### src/rtl/dac_slot_scheduler.sv
// Paces buffered I/Q samples onto the shared 10-bit DAC bus at a programmable slot rate.
// Two small FIFOs absorb register/memory writes; the slot FSM pops one sample per tick.
module dac_slot_scheduler #(
    parameter int unsigned          DAC_WIDTH  = 10,
    parameter int unsigned          FIFO_DEPTH = 4,
    parameter logic [DAC_WIDTH-1:0] IDLE_CODE  = 10'h200
) (
    input  logic                 SPLB_Clk,
    input  logic                 SPLB_Rst_n,
    input  logic                 Enable,
    input  logic                 Mode,
    input  logic [15:0]          Rate_Div,
    input  logic [DAC_WIDTH-1:0] I_Data,
    input  logic                 I_Valid,
    output logic                 I_Ready,
    input  logic [DAC_WIDTH-1:0] Q_Data,
    input  logic                 Q_Valid,
    output logic                 Q_Ready,
    output logic [DAC_WIDTH-1:0] Dac_Data,
    output logic                 Dac_Sel,
    output logic                 Dac_Strobe,
    output logic                 OpEnI,
    output logic                 OpEnQ,
    output logic                 Underrun,
    input  logic                 Underrun_Clr,
    output logic                 Busy
);

    localparam int unsigned AW = $clog2(FIFO_DEPTH);
    localparam int unsigned PW = AW + 1;
    localparam int unsigned ChI = 0;
    localparam int unsigned ChQ = 1;

    typedef enum logic [1:0] {StIdle, StSlotI, StSlotQ} state_e;

    state_e                      stateQ, stateD;
    logic [15:0]                 cntQ, cntD;
    logic [DAC_WIDTH-1:0]        dacDataQ, dacDataD;
    logic                        dacSelQ, dacSelD;
    logic                        strobeQ, strobeD;
    logic                        opEnIQ, opEnQQ;
    logic                        underrunQ, underrunSet;

    logic [1:0]                  valid, full, empty, push, pop;
    logic [1:0][DAC_WIDTH-1:0]   wData, head;
    logic                        curCh;

    assign valid = {Q_Valid, I_Valid};
    assign wData = {Q_Data, I_Data};

    // One FIFO per channel; extra pointer MSB tells full from empty.
    for (genvar c = 0; c < 2; c++) begin : gChan
        logic [PW-1:0]        wrPtrQ, rdPtrQ;
        logic [DAC_WIDTH-1:0] mem [FIFO_DEPTH];

        assign empty[c] = (wrPtrQ == rdPtrQ);
        assign full[c]  = (wrPtrQ[AW] != rdPtrQ[AW]) && (wrPtrQ[AW-1:0] == rdPtrQ[AW-1:0]);
        assign push[c]  = valid[c] && !full[c];
        assign head[c]  = mem[rdPtrQ[AW-1:0]];

        always_ff @(posedge SPLB_Clk or negedge SPLB_Rst_n) begin
            if (!SPLB_Rst_n) begin
                wrPtrQ <= '0;
                rdPtrQ <= '0;
            end else begin
                if (push[c]) wrPtrQ <= wrPtrQ + PW'(1);
                if (pop[c])  rdPtrQ <= rdPtrQ + PW'(1);
            end
        end

        always_ff @(posedge SPLB_Clk) begin
            if (push[c]) mem[wrPtrQ[AW-1:0]] <= wData[c];
        end
    end

    assign I_Ready = !full[ChI];
    assign Q_Ready = !full[ChQ];

    always_comb begin
        stateD      = stateQ;
        cntD        = cntQ;
        dacDataD    = dacDataQ;
        dacSelD     = dacSelQ;
        strobeD     = 1'b0;
        pop         = '0;
        underrunSet = 1'b0;
        curCh       = (stateQ == StSlotQ);
        unique case (stateQ)
            StIdle: begin
                if (Enable) begin
                    stateD = StSlotI;
                    cntD   = '0;
                end
            end
            StSlotI, StSlotQ: begin
                if (!Enable) begin
                    stateD   = StIdle;
                    cntD     = '0;
                    dacDataD = IDLE_CODE;
                end else if (cntQ >= Rate_Div) begin
                    // >= so a live decrease of Rate_Div cannot strand the counter
                    cntD    = '0;
                    strobeD = 1'b1;
                    dacSelD = !curCh;
                    if (!empty[curCh]) begin
                        pop[curCh] = 1'b1;
                        dacDataD   = head[curCh];
                    end else begin
                        dacDataD    = IDLE_CODE;
                        underrunSet = 1'b1;
                    end
                    stateD = (stateQ == StSlotI && Mode) ? StSlotQ : StSlotI;
                end else begin
                    cntD = cntQ + 16'd1;
                end
            end
            default: stateD = StIdle;
        endcase
    end

    always_ff @(posedge SPLB_Clk or negedge SPLB_Rst_n) begin
        if (!SPLB_Rst_n) begin
            stateQ   <= StIdle;
            cntQ     <= '0;
            dacDataQ <= IDLE_CODE;
            dacSelQ  <= 1'b0;
            strobeQ  <= 1'b0;
            opEnIQ   <= 1'b0;
            opEnQQ   <= 1'b0;
        end else begin
            stateQ   <= stateD;
            cntQ     <= cntD;
            dacDataQ <= dacDataD;
            dacSelQ  <= dacSelD;
            strobeQ  <= strobeD;
            opEnIQ   <= (stateD != StIdle);
            opEnQQ   <= (stateD != StIdle) && Mode;
        end
    end

    // A new underrun wins over a clear in the same cycle.
    always_ff @(posedge SPLB_Clk or negedge SPLB_Rst_n) begin
        if (!SPLB_Rst_n) begin
            underrunQ <= 1'b0;
        end else if (underrunSet) begin
            underrunQ <= 1'b1;
        end else if (Underrun_Clr) begin
            underrunQ <= 1'b0;
        end
    end

    assign Dac_Data   = dacDataQ;
    assign Dac_Sel    = dacSelQ;
    assign Dac_Strobe = strobeQ;
    assign OpEnI      = opEnIQ;
    assign OpEnQ      = opEnQQ;
    assign Underrun   = underrunQ;
    assign Busy       = (stateQ != StIdle);

endmodule

### config.mk
export PLATFORM = sky130hd
export DESIGN_NAME = dac_slot_scheduler
export DESIGN_NICKNAME = d
export VERILOG_FILES = /design/src/rtl/dac_slot_scheduler.sv
export SDC_FILE = /design/constraint.sdc
export NUM_CORES = 1
export LEC_CHECK = 0
export ABC_AREA = 1
export CORE_MARGIN = 2
export CORE_UTILIZATION = 35
export DETAILED_ROUTE_END_ITERATION = 6
export GPL_TIMING_DRIVEN = 0
export SLEW_MARGIN = 15
export SYNTH_ARGS = -nofsm -noshare
export SYNTH_HDL_FRONTEND = slang
export SYNTH_SLANG_ARGS = --single-unit
### constraint.sdc
create_clock -name SPLB_Clk -period 3.64 [get_ports SPLB_Clk]
set_input_delay 0.728 -clock SPLB_Clk [delete_from_list [all_inputs] [get_ports SPLB_Clk]]
set_output_delay 0.728 -clock SPLB_Clk [all_outputs]
set_load 0.1 [all_outputs]
# [Word-level counts from Yosys, hierarchy flattened]
# Memories as Yosys holds them, arrays and structs flattened.
# Cells that the tools add are included.
[word_totals] register_bits=45 mem_bits_rw=80 in_bits=43 word_cells=86 memories=2
[op_classes] addsub=5 n_lt_le_gt_ge=3 n_eq_ne=10 muxes=35 reduce_logical=19
[memory_table] name="gChan[0].mem" words=4 width=10 read_ports=1 rd_clocked_by_memory_dff=0 write_ports=1 line_no="54" source="logic [DAC_WIDTH-1:0] mem [FIFO_DEPTH];"
[memory_table] name="gChan[1].mem" words=4 width=10 read_ports=1 rd_clocked_by_memory_dff=0 write_ports=1 line_no="54"
[op_table] cell="$mux 10" count=5
[op_table] cell="$mux 16" count=3
[op_table] cell="$pmux 16 s2" count=1
[op_table] cell="$add 16x1->16 const B" count=1
[op_table] cell="$ge 16x16->1" count=1
[op_table] cell="$mux 1" count=16
[op_table] cell="$mux 2" count=8
[op_table] cell="$add 3x1->3 const B" count=4
[op_table] cell="$reduce_bool 2->1" count=4
[op_table] cell="$logic_and 1x1->1" count=7
[op_table] cell="$eq 3x3->1" count=2
[op_table] cell="$eq 2x2->1" count=2
[op_table] cell="$pmux 2 s2" count=1
[op_table] cell="$reduce_and 2->1" count=2
[op_table] cell="$logic_not 1->1" count=3
[op_table] cell="$reduce_and 3->1" count=1
[op_table] cell="$eq 2x1->1 const B" count=1
[op_table] cell="$eq 2x2->1 const B" count=1
[op_table] cell="$logic_not 2->1" count=1
[op_table] cell="$lt 1x2->1 const B" count=1
[op_table] cell="$ne 1x1->1" count=2
[op_table] cell="$ne 2x1->1 const B" count=1
[op_table] cell="$ne 2x2->1 const B" count=1
[op_table] cell="$reduce_or 2->1" count=1
[op_table] cell="2 further kinds" count=2

# [Logic depth before layout (Yosys ltp)]
# Gate-level depths: netlist of the first run.
[logic_depth] depth_word=9 mapped_depth=16

# [Worst setup path after synthesis of the first run]
# OpenSTA, ideal clock, no wires.
[synth_timing] path_type="register to register" from="register gChan[0].rdPtrQ[2]" to="memory gChan[0].mem[3][0] (enable)" setup_time_ns=0.379 arrival_ns=2.277 setup_slack_ns=0.984 path_stages_with_launch=5 n_path_buf=0 synth_period_minus_slack_ns=2.656 path_cell_list="dfrtp_1 xnor2_1 nand3b_1 nand2_1 nor2_1"
[synth_between] elab_chain_cells=6
[synth_lines] element="start, declared" line_no="53" source="logic [PW-1:0] wrPtrQ, rdPtrQ;"
[synth_lines] element="start signal, assigned" line_no="67" source="if (pop[c]) rdPtrQ <= rdPtrQ + PW'(1);"
[synth_lines] element="$ne 1x1->1" line_no="57" source="assign full[c] = (wrPtrQ[AW] != rdPtrQ[AW]) && (wrPtrQ[AW-1:0] == rdPtrQ[AW-1:0]);"
[synth_lines] element="$logic_and 1x1->1" line_no="57"
[synth_lines] element="$logic_not 1->1"
[synth_lines] element="named net I_Ready" line_no="15" source="output logic I_Ready,"
[synth_lines] element="$logic_and 1x1->1" line_no="58" source="assign push[c] = valid[c] && !full[c];"
[synth_lines] element="$mux 1" line_no="72" source="if (push[c]) mem[wrPtrQ[AW-1:0]] <= wData[c];"
[synth_lines] element="$mux 1 (not written as such)" line_no="72"
[synth_lines] element="end, declared" line_no="54"
# The timed path passes the listed nets, and every way through them passes these cells.

# [Worst setup path in the final report of the first run]
[layout_timing] from="register stateQ[1]" to="output port Busy"
[layout_between] elab_chain_cells=1
[layout_lines] element="start, declared" line_no="36" source="state_e stateQ, stateD;"
[layout_lines] element="start signal, assigned" line_no="123" source="stateQ <= StIdle;"
[layout_lines] element="start signal, assigned" line_no="131" source="stateQ <= stateD;"
[layout_lines] element="$reduce_bool 2->1" line_no="158" source="assign Busy = (stateQ != StIdle);"
[layout_lines] element="end, declared" line_no="26" source="output logic Busy"
# No other way between the ends.

==> results of run 1 <==
==> cells in the final DEF, fill, tap and decap left out, types with 3 or more instances in the layout <==
cell type                         netlist  layout
sky130_fd_sc_hd__clkbuf_1              10      14
sky130_fd_sc_hd__nand3_1               12      12
sky130_fd_sc_hd__nor2_2                 2       3
sky130_fd_sc_hd__xor2_1                11      11
sky130_fd_sc_hd__inv_2                  3       3
sky130_fd_sc_hd__clkbuf_16              0      18
sky130_fd_sc_hd__a32o_1                 9       9
sky130_fd_sc_hd__edfxtp_1              80      80
sky130_fd_sc_hd__nor3_1                 3       3
sky130_fd_sc_hd__clkdlybuf4s50_1        0      59
sky130_fd_sc_hd__buf_2                  4       5
sky130_fd_sc_hd__o311ai_0               8       8
sky130_fd_sc_hd__o21ai_0               17      17
sky130_fd_sc_hd__dfrtp_1               44      44
sky130_fd_sc_hd__xnor2_1                9       9
sky130_fd_sc_hd__a21oi_1               51      51
sky130_fd_sc_hd__clkinv_2               1       6
sky130_fd_sc_hd__nand2_1              144     144
sky130_fd_sc_hd__ha_1                  31      31
sky130_fd_sc_hd__nor2_1                21      20
sky130_fd_sc_hd__clkbuf_8               0       4
sky130_fd_sc_hd__o22ai_1                5       5
sky130_fd_sc_hd__inv_1                 57      57
==> sequential cells by signal, summed over array words and instances (netlist names) <==
register      flops
OpEnQ             1
cntQ             16
gChan.wrPtrQ      6
Underrun          1
gChan.mem        80
stateQ            2
Dac_Strobe        1
OpEnI             1
Dac_Sel           1
Dac_Data         10
gChan.rdPtrQ      6
==> final timing paths <==
check / from / endpoint / slack, ps / cells past startpoint
worst max-delay path: stateQ[1] / Busy / 540 / 4
worst min-delay path: SPLB_Rst_n / cntQ[1] / 220 / 1
worst max register to register: gChan[0].rdPtrQ[2] / gChan[0].mem[3][7] / 1440 / 4
worst min register to register: gChan[0].wrPtrQ[2] / gChan[0].wrPtrQ[2] / 490 / 1
max in group asynchronous: SPLB_Rst_n / Dac_Data[9] / 2860 / 2
min in group SPLB_Clk: gChan[0].wrPtrQ[2] / gChan[0].wrPtrQ[2] / 490 / 1
==> per-layer routing <==
metal  vias to the layer above  global-route usage  share of wire
li1                       2053                   -              -
met1                      2062               0.189           0.43
met2                       108               0.271           0.52
met3                        10              0.0346          0.041
met4                         0              0.0544          0.010
met5                         -                   0              0
==> logic make-up after synthesis <==
group,after synthesis,share of synthesized area
AO/OA/AOI/OAI,101,0.105
adder cells (fa/ha/maj),31,0.0660
AND/OR/NAND/NOR,195,0.142
buffers and inverters,79,0.0534
XOR/XNOR,20,0.0298
multiplexers,2,0.00362
flip-flops,125,0.600
==> cell type report <==
cell class | instances | area, µm²
Buffer | 16 | 76.3
Clock buffer | 26 | 520
Clock inverter | 6 | 31.3
Fill cell | 1535 | 9200
Inverter | 63 | 238
Multi-Input combinational cell | 349 | 2040
Sequential cell | 125 | 3530
Tap cell | 220 | 275
Timing Repair Buffer | 61 | 616
==> per-stage QoR <==
| stage | util | area, µm² | total power, mW | hold slack (ps) |
|---|---|---|---|---|
| after global routing | 0.443 | 7320 | 4.74 | 235 |
| after CTS | 0.443 | 7320 | 4.55 | 218 |
| after detailed placement | 0.410 | 6770 | 3.00 | 476 |
| after global placement | 0.409 | 6760 | 2.96 | 475 |
| final | 0.443 | 7320 | 4.51 | 218 |
| after floorplan | - | 5880 | 2.65 | 432 |
==> report_power, final <==
| part | total [mW] | internal (mW) | switching [mW] |
|---|---|---|---|
| Sequential | 1.90 | 1.79 | 0.106 |
| Clock | 1.54 | 0.977 | 0.563 |
| Combinational | 1.07 | 0.314 | 0.755 |
==> results.env, run 1 <==
UNREPAIRED_SETUP_ENDPOINTS_AFTER_GLOBAL_ROUTING='no'
POST-ROUTE-WORST-SETUP-SLACK_PS=539
VDD_DROP_MAX_V=0.000329
CRITICAL_PATH.N_BUFFERS_INVERTERS=3
GRT.OVERFLOW.TOTAL=0
REQUIRED_PS=2910
ROUTE.DETAILED.WL_PER_INST_UM=15.5
FINALMAXSLEWVIOLATIONS=0
ASYNC_RESET_FF_FRAC=0.360
SYN-INSTANCE-COUNT=553
GLOBAL_ROUTE.USAGE.TOTAL=0.155
COREAREA_UM2=16500
HOLD_BUF_COUNT_CTS=0
WORST_PATH_MAXIMUM_FANOUT=4
DRT_FIRST_ITER_VIOLATIONS=200
PORTBUFFERS=60
FP.DIEH_UM=134
CTS-RESIZED-GATES=0
DIE_W_UM=134
COUNT_OF_FLIP_FLOPS_WITH_A_BUILT_IN_ENABLE_AFTER_SYNTHESIS=80
NUMPLACEDINSTANCES=834
YOSYS.CELL_TYPES.COUNT=45
FIN_SETUP_TNS_PS=0
CLOCK_SKEWS_PS=12.9
TIMING.HOLD.WORST.CLASS='input pin to asynchronous set/reset pin'
CTS_MAX_LEVEL=4
CP_TOP_FAMILY='buffers and inverters'
VIA_COUNT_OF_THE_FIRST_GLOBAL_ROUTING_PASS=4323
CRITPATHMAXSTAGEDELAY_PS=1130
FINALSETUPVIOLATIONS=0
STD_CELL_ROWS=47
TRITONCTS.NUM_BUFFERS=17
TRITONCTS_CLOCK_TREE='built'
POST_DRT_VIA_CELL_RATIO=4.89
YOSYS_MOST_USED_DFF='sky130_fd_sc_hd__edfxtp_1'
SYNTHDOMINANTAREACELLTYPE='sky130_fd_sc_hd__edfxtp_1'
ANTENNA_FOUND_INITIAL=0
STATUS='completed'
DR_TOTAL_VIAS=4233
MAX-CAP-VIOLATIONS=0
ROOT_BUFFER='sky130_fd_sc_hd__clkbuf_16'
DETAILEDROUTE.FIRSTPASSITERATIONCOUNT=5
TIGHTESTPINTRANSITION_PS=1070
NUMCLOCKSINKS=125
WL_UM=13400
START_KIND='flop'
DESIGN.FINAL.NETS=707
SYNTH.TOP_CELL.AREA_SHARE=0.409
PWR_DENSITY_CELL_nW_PER_UM2=616
N_ANTENNA_CELL=0
CRITICAL_PATH.SLOWEST_CELL='sky130_fd_sc_hd__clkdlybuf4s50_1'
GRT_START_MAX_NET_PINS=35
MAX_CLOCK_FREQ_MHz=322
PIN_COUNT=61
LAYOUTNONFILLERINSTCOUNT=866
CP.ARRIVAL_PS=2370
LAYOUT-DRIVE-GT1-SHARE=0.0867
CTS.REPAIR_TIMING.SETUP_BUFFER_COUNT=0
DETAILED_PLACE_HPWL_UM=9290
PRECTSSETUPSLACK_PS=720
GRT_FIRST_PASS_WIRELENGTH_UM=21200
SYNTH_MOST_COMMON_CELL='sky130_fd_sc_hd__nand2_1'
LAYOUT_AREA_OVERHEAD_PCT=24.6
SEQUENTIAL_SHARE_OF_THE_SYNTHESIZED_AREA=0.600
SYNTH_AREA_PER_CELL_UM2=10.6
SYNTH_WARNINGS=0
SYNTHESIS.AREA_UM2=5880
CLOCK_INSERTION_DELAY_WORST_SKEW_PS=410
DIE-AREA_UM2=17900
YS_TOP_CELLS_BY_AREA='sky130_fd_sc_hd__edfxtp_1 (41%), sky130_fd_sc_hd__dfrtp_1 (19%), sky130_fd_sc_hd__nand2_1 (9.2%)'
CRIT_PATH_KIND='flop to output pin'
PATH_CELLS='inv_1 -> ha_1 -> inv_1 -> clkdlybuf4s50_1'
FINAL_WEIGHTED_CONGESTION_OF_ROUTABILITY_DRIVEN_GLOBAL_PLACEMENT=0.798
CLOCK_TREE.BUFFER_DEPTH=2
DRT_DRC_VIOLATIONS_LEFT=0
SYN-NUM-NETS=627
LEAKAGEPOWER_nW=3.07
FINAL-HOLD-VIOLATION-COUNT=0
CTS.REPORTEDPATHS.CLKPINSLEW_PS=50
WORST_PATH_MOST_REPEATED_CELL='sky130_fd_sc_hd__inv_1'
WORST_SLEW_MARGIN_REL=0.284
PERIOD_MINUS_SLACK_PS=3100
LAYOUT_WORST_PATH_CYCLE_SHARE=0.852
CP-END-KIND='output pin'
ANTENNA_VIOLATING_NETS_POST_ROUTE=0
SYNTH-SEQ-CELLS=125
SYNTH_COMMON_CELLS='sky130_fd_sc_hd__nand2_1 (144), sky130_fd_sc_hd__edfxtp_1 (80), sky130_fd_sc_hd__inv_1 (57), sky130_fd_sc_hd__a21oi_1 (51), sky130_fd_sc_hd__dfrtp_1 (44)'
INITIAL_CORE_UTIL=0.356
Power figures use the tool's default switching activity.
==> run 2, diff against run 1 <==
--- a/config.mk
+++ b/config.mk
@@ -6,6 +6,7 @@
 export NUM_CORES = 1
 export LEC_CHECK = 0
 export ABC_AREA = 1
+export CORE_ASPECT_RATIO = 0.75
 export CORE_MARGIN = 2
 export CORE_UTILIZATION = 35
 export DETAILED_ROUTE_END_ITERATION = 6
==> results.env, run 2 (synthesis results as in run 1) <==
UNREPAIRED_SETUP_ENDPOINTS_AFTER_GLOBAL_ROUTING='no'
TIGHTESTPINTRANSITION_PS=1060
BUSIEST_LAYER='met2'
DETAILED_PLACE_HPWL_UM=9560
CTS.REPAIR_TIMING.SETUP_BUFFER_COUNT=0
GRT.OVERFLOW.TOTAL=0
GLOBAL_ROUTE.USAGE.TOTAL=0.157
FP.DIEH_UM=116
REQUIRED_PS=2910
DIE_W_UM=154
GRT_FIRST_PASS_WIRELENGTH_UM=21300
MAX_CLOCK_FREQ_MHz=321
DETAILEDROUTE.FIRSTPASSITERATIONCOUNT=4
LAYOUT-DRIVE-GT1-SHARE=0.0836
VIA_COUNT_OF_THE_FIRST_GLOBAL_ROUTING_PASS=4093
ANTENNA_FOUND_INITIAL=0
PERIOD_MINUS_SLACK_PS=3120
COREAREA_UM2=16600
SEQUENTIALPOWERSHARE=0.415
DRT_FIRST_ITER_VIOLATIONS=167
CLOCK_INSERTION_DELAY_WORST_SKEW_PS=420
HOLD_BUF_COUNT_CTS=0
STD_CELL_ROWS=41
CLOCK_SKEWS_PS=7.69
N_ANTENNA_CELL=0
DESIGN.FINAL.NETS=707
WORST_PATH_MOST_REPEATED_CELL='sky130_fd_sc_hd__inv_1'
GRTUSAGEMET2=0.255
CP-END-KIND='output pin'
WORST_SLEW_MARGIN_REL=0.292
LAYOUT_WORST_PATH_CYCLE_SHARE=0.857
PATH_CELLS='inv_1 -> ha_1 -> inv_1 -> clkdlybuf4s50_1'
FINAL_CELL_MIX='sky130_fd_sc_hd__nand2_1 (144), sky130_fd_sc_hd__edfxtp_1 (80), sky130_fd_sc_hd__clkdlybuf4s50_1 (59), sky130_fd_sc_hd__inv_1 (57), sky130_fd_sc_hd__a21oi_1 (51)'
FINAL_WEIGHTED_CONGESTION_OF_ROUTABILITY_DRIVEN_GLOBAL_PLACEMENT=0.802
CP.ARRIVAL_PS=2390
CP_TOP_FAMILY='buffers and inverters'
CTS-RESIZED-GATES=0
CRIT_PATH_KIND='flop to output pin'
LAYOUT_AREA_OVERHEAD_PCT=24.7
DR_TOTAL_VIAS=4101
CRITICAL_PATH.STARTPOINT='stateQ[0]'
TIMING.HOLD.WORST.CLASS='input pin to asynchronous set/reset pin'
FINAL_AREA_UM2=7330
GRT_START_MAX_NET_PINS=26
FIN_SETUP_TNS_PS=0
GRT_USE_MET1=0.210
ANTENNA_VIOLATING_NETS_POST_ROUTE=0
PWR_DENSITY_CELL_nW_PER_UM2=624
CLOCK_TREE.BUFFER_DEPTH=2
DRT_DRC_VIOLATIONS_LEFT=0
CRITPATHMAXSTAGEDELAY_PS=1130
PIN_COUNT=61
SW_FRAC_OF_TOTAL=0.315
TRITONCTS_CLOCK_TREE='built'
FINALHOLDWORSTSLACK_PS=267
LARGEST_REG_FLOPS=80
INITIAL_CORE_UTIL=0.354
DIE-AREA_UM2=17900
REPORT.POWER.TOTAL_mW=4.58
WL_UM=13500
CTS.REPORTEDPATHS.CLKPINSLEW_PS=50
VDD_DROP_MAX_V=0.000361
NUMCLOCKSINKS=125
TIMING.RR.START='gChan[0].rdPtrQ[2]'
MAX-CAP-VIOLATIONS=0
CRITICAL_PATH.N_BUFFERS_INVERTERS=3
PLACEMENT.CELL_AREA_UM2=6760
FINALMAXSLEWVIOLATIONS=0
NET-SWITCHING-POWER_mW=1.44
LAYOUT_COMMONEST_CELL='sky130_fd_sc_hd__nand2_1'
FINALSETUPVIOLATIONS=0
STATUS='completed'
CTS_MAX_LEVEL=4
ROOT_BUFFER='sky130_fd_sc_hd__clkbuf_16'
WORST_PATH_MAXIMUM_FANOUT=4
P_INT_mW=3.14
GRT_UTIL_MET3=0.0416
POST_DRT_VIA_CELL_RATIO=4.76
TRITONCTS.NUM_BUFFERS=17
CRITICAL_PATH.SLOWEST_CELL='sky130_fd_sc_hd__clkdlybuf4s50_1'
START_KIND='flop'
LEAKAGEPOWER_nW=3.07
ROUTE.DETAILED.WL_PER_INST_UM=15.7
POWER.COMBINATIONAL.FRACTION=0.235
FINAL-HOLD-VIOLATION-COUNT=0
POWER_FRAC_CLOCK=0.350
PORTBUFFERS=60
## run 2: cell count changes in the layout (fill, tap and decap cells not counted)
cell	previous run	this run
sky130_fd_sc_hd__clkbuf_8	4	1
sky130_fd_sc_hd__clkbuf_16	18	19
sky130_fd_sc_hd__bufinv_16	0	1
sky130_fd_sc_hd__clkbuf_1	14	15
sky130_fd_sc_hd__inv_4	1	0
sky130_fd_sc_hd__clkinv_1	2	3
## run 2: final cells by class
| cell class | count | area (µm²) |
|---|---|---|
| flip-flops and latches | 125 | 3530 |
| well taps | 215 | 269 |
| inverters | 63 | 238 |
| plain buffers | 16 | 76.3 |
| multi-input cells | 349 | 2040 |
| fillers | 1580 | 9290 |
| clock buffers | 25 | 508 |
| clock inverters | 7 | 58.8 |
| repair buffers | 61 | 616 |
## run 2: metrics by stage
stage | std cells | setup WS (ps) | util
floorplan | 553 | 984 | -
global placement | 828 | 556 | 0.406
detailed placement | 829 | 748 | 0.407
CTS | 861 | 508 | 0.441
global route | 861 | 427 | 0.441
finish | 861 | 522 | 0.441
## run 2: path summary, 6_finish.rpt
check / end / slack (ps) / cells after the start
worst max-delay path: Busy / 520 / 4
worst min-delay path: cntQ[1] / 270 / 1
worst max register to register: gChan[0].mem[3][1] / 1450 / 4
worst min register to register: gChan[1].wrPtrQ[2] / 490 / 1
max in group asynchronous: Dac_Data[8] / 2860 / 2
min in group SPLB_Clk: gChan[1].wrPtrQ[2] / 490 / 1
## run 2: power groups by stage
stage          Clock, mW  Combinational, mW  Sequential [mW]
2_1_floorplan          0              0.642             2.01
3_3_place_gp           0               1.05             1.92
3_5_place_dp           0               1.09             1.93
4_1_cts             1.63               1.09             1.90
5_1_grt             1.69               1.19             1.92
6_report            1.60               1.08             1.90
## run 2: routing by layer
| layer | vias up | wire length, µm |
|---|---|---|
| li1 | 2054 | - |
| met1 | 1977 | 6540 |
| met2 | 65 | 6480 |
| met3 | 5 | 432 |
| met4 | 0 | 61 |
| met5 | - | 0 |
## run 2: worst register-to-register path: stages (launching register included)
cell and delay, ps:
sky130_fd_sc_hd__dfrtp_1 410, sky130_fd_sc_hd__xnor2_1 200, sky130_fd_sc_hd__nand3b_1 180, sky130_fd_sc_hd__nand2_1 180, sky130_fd_sc_hd__nor2_1 840
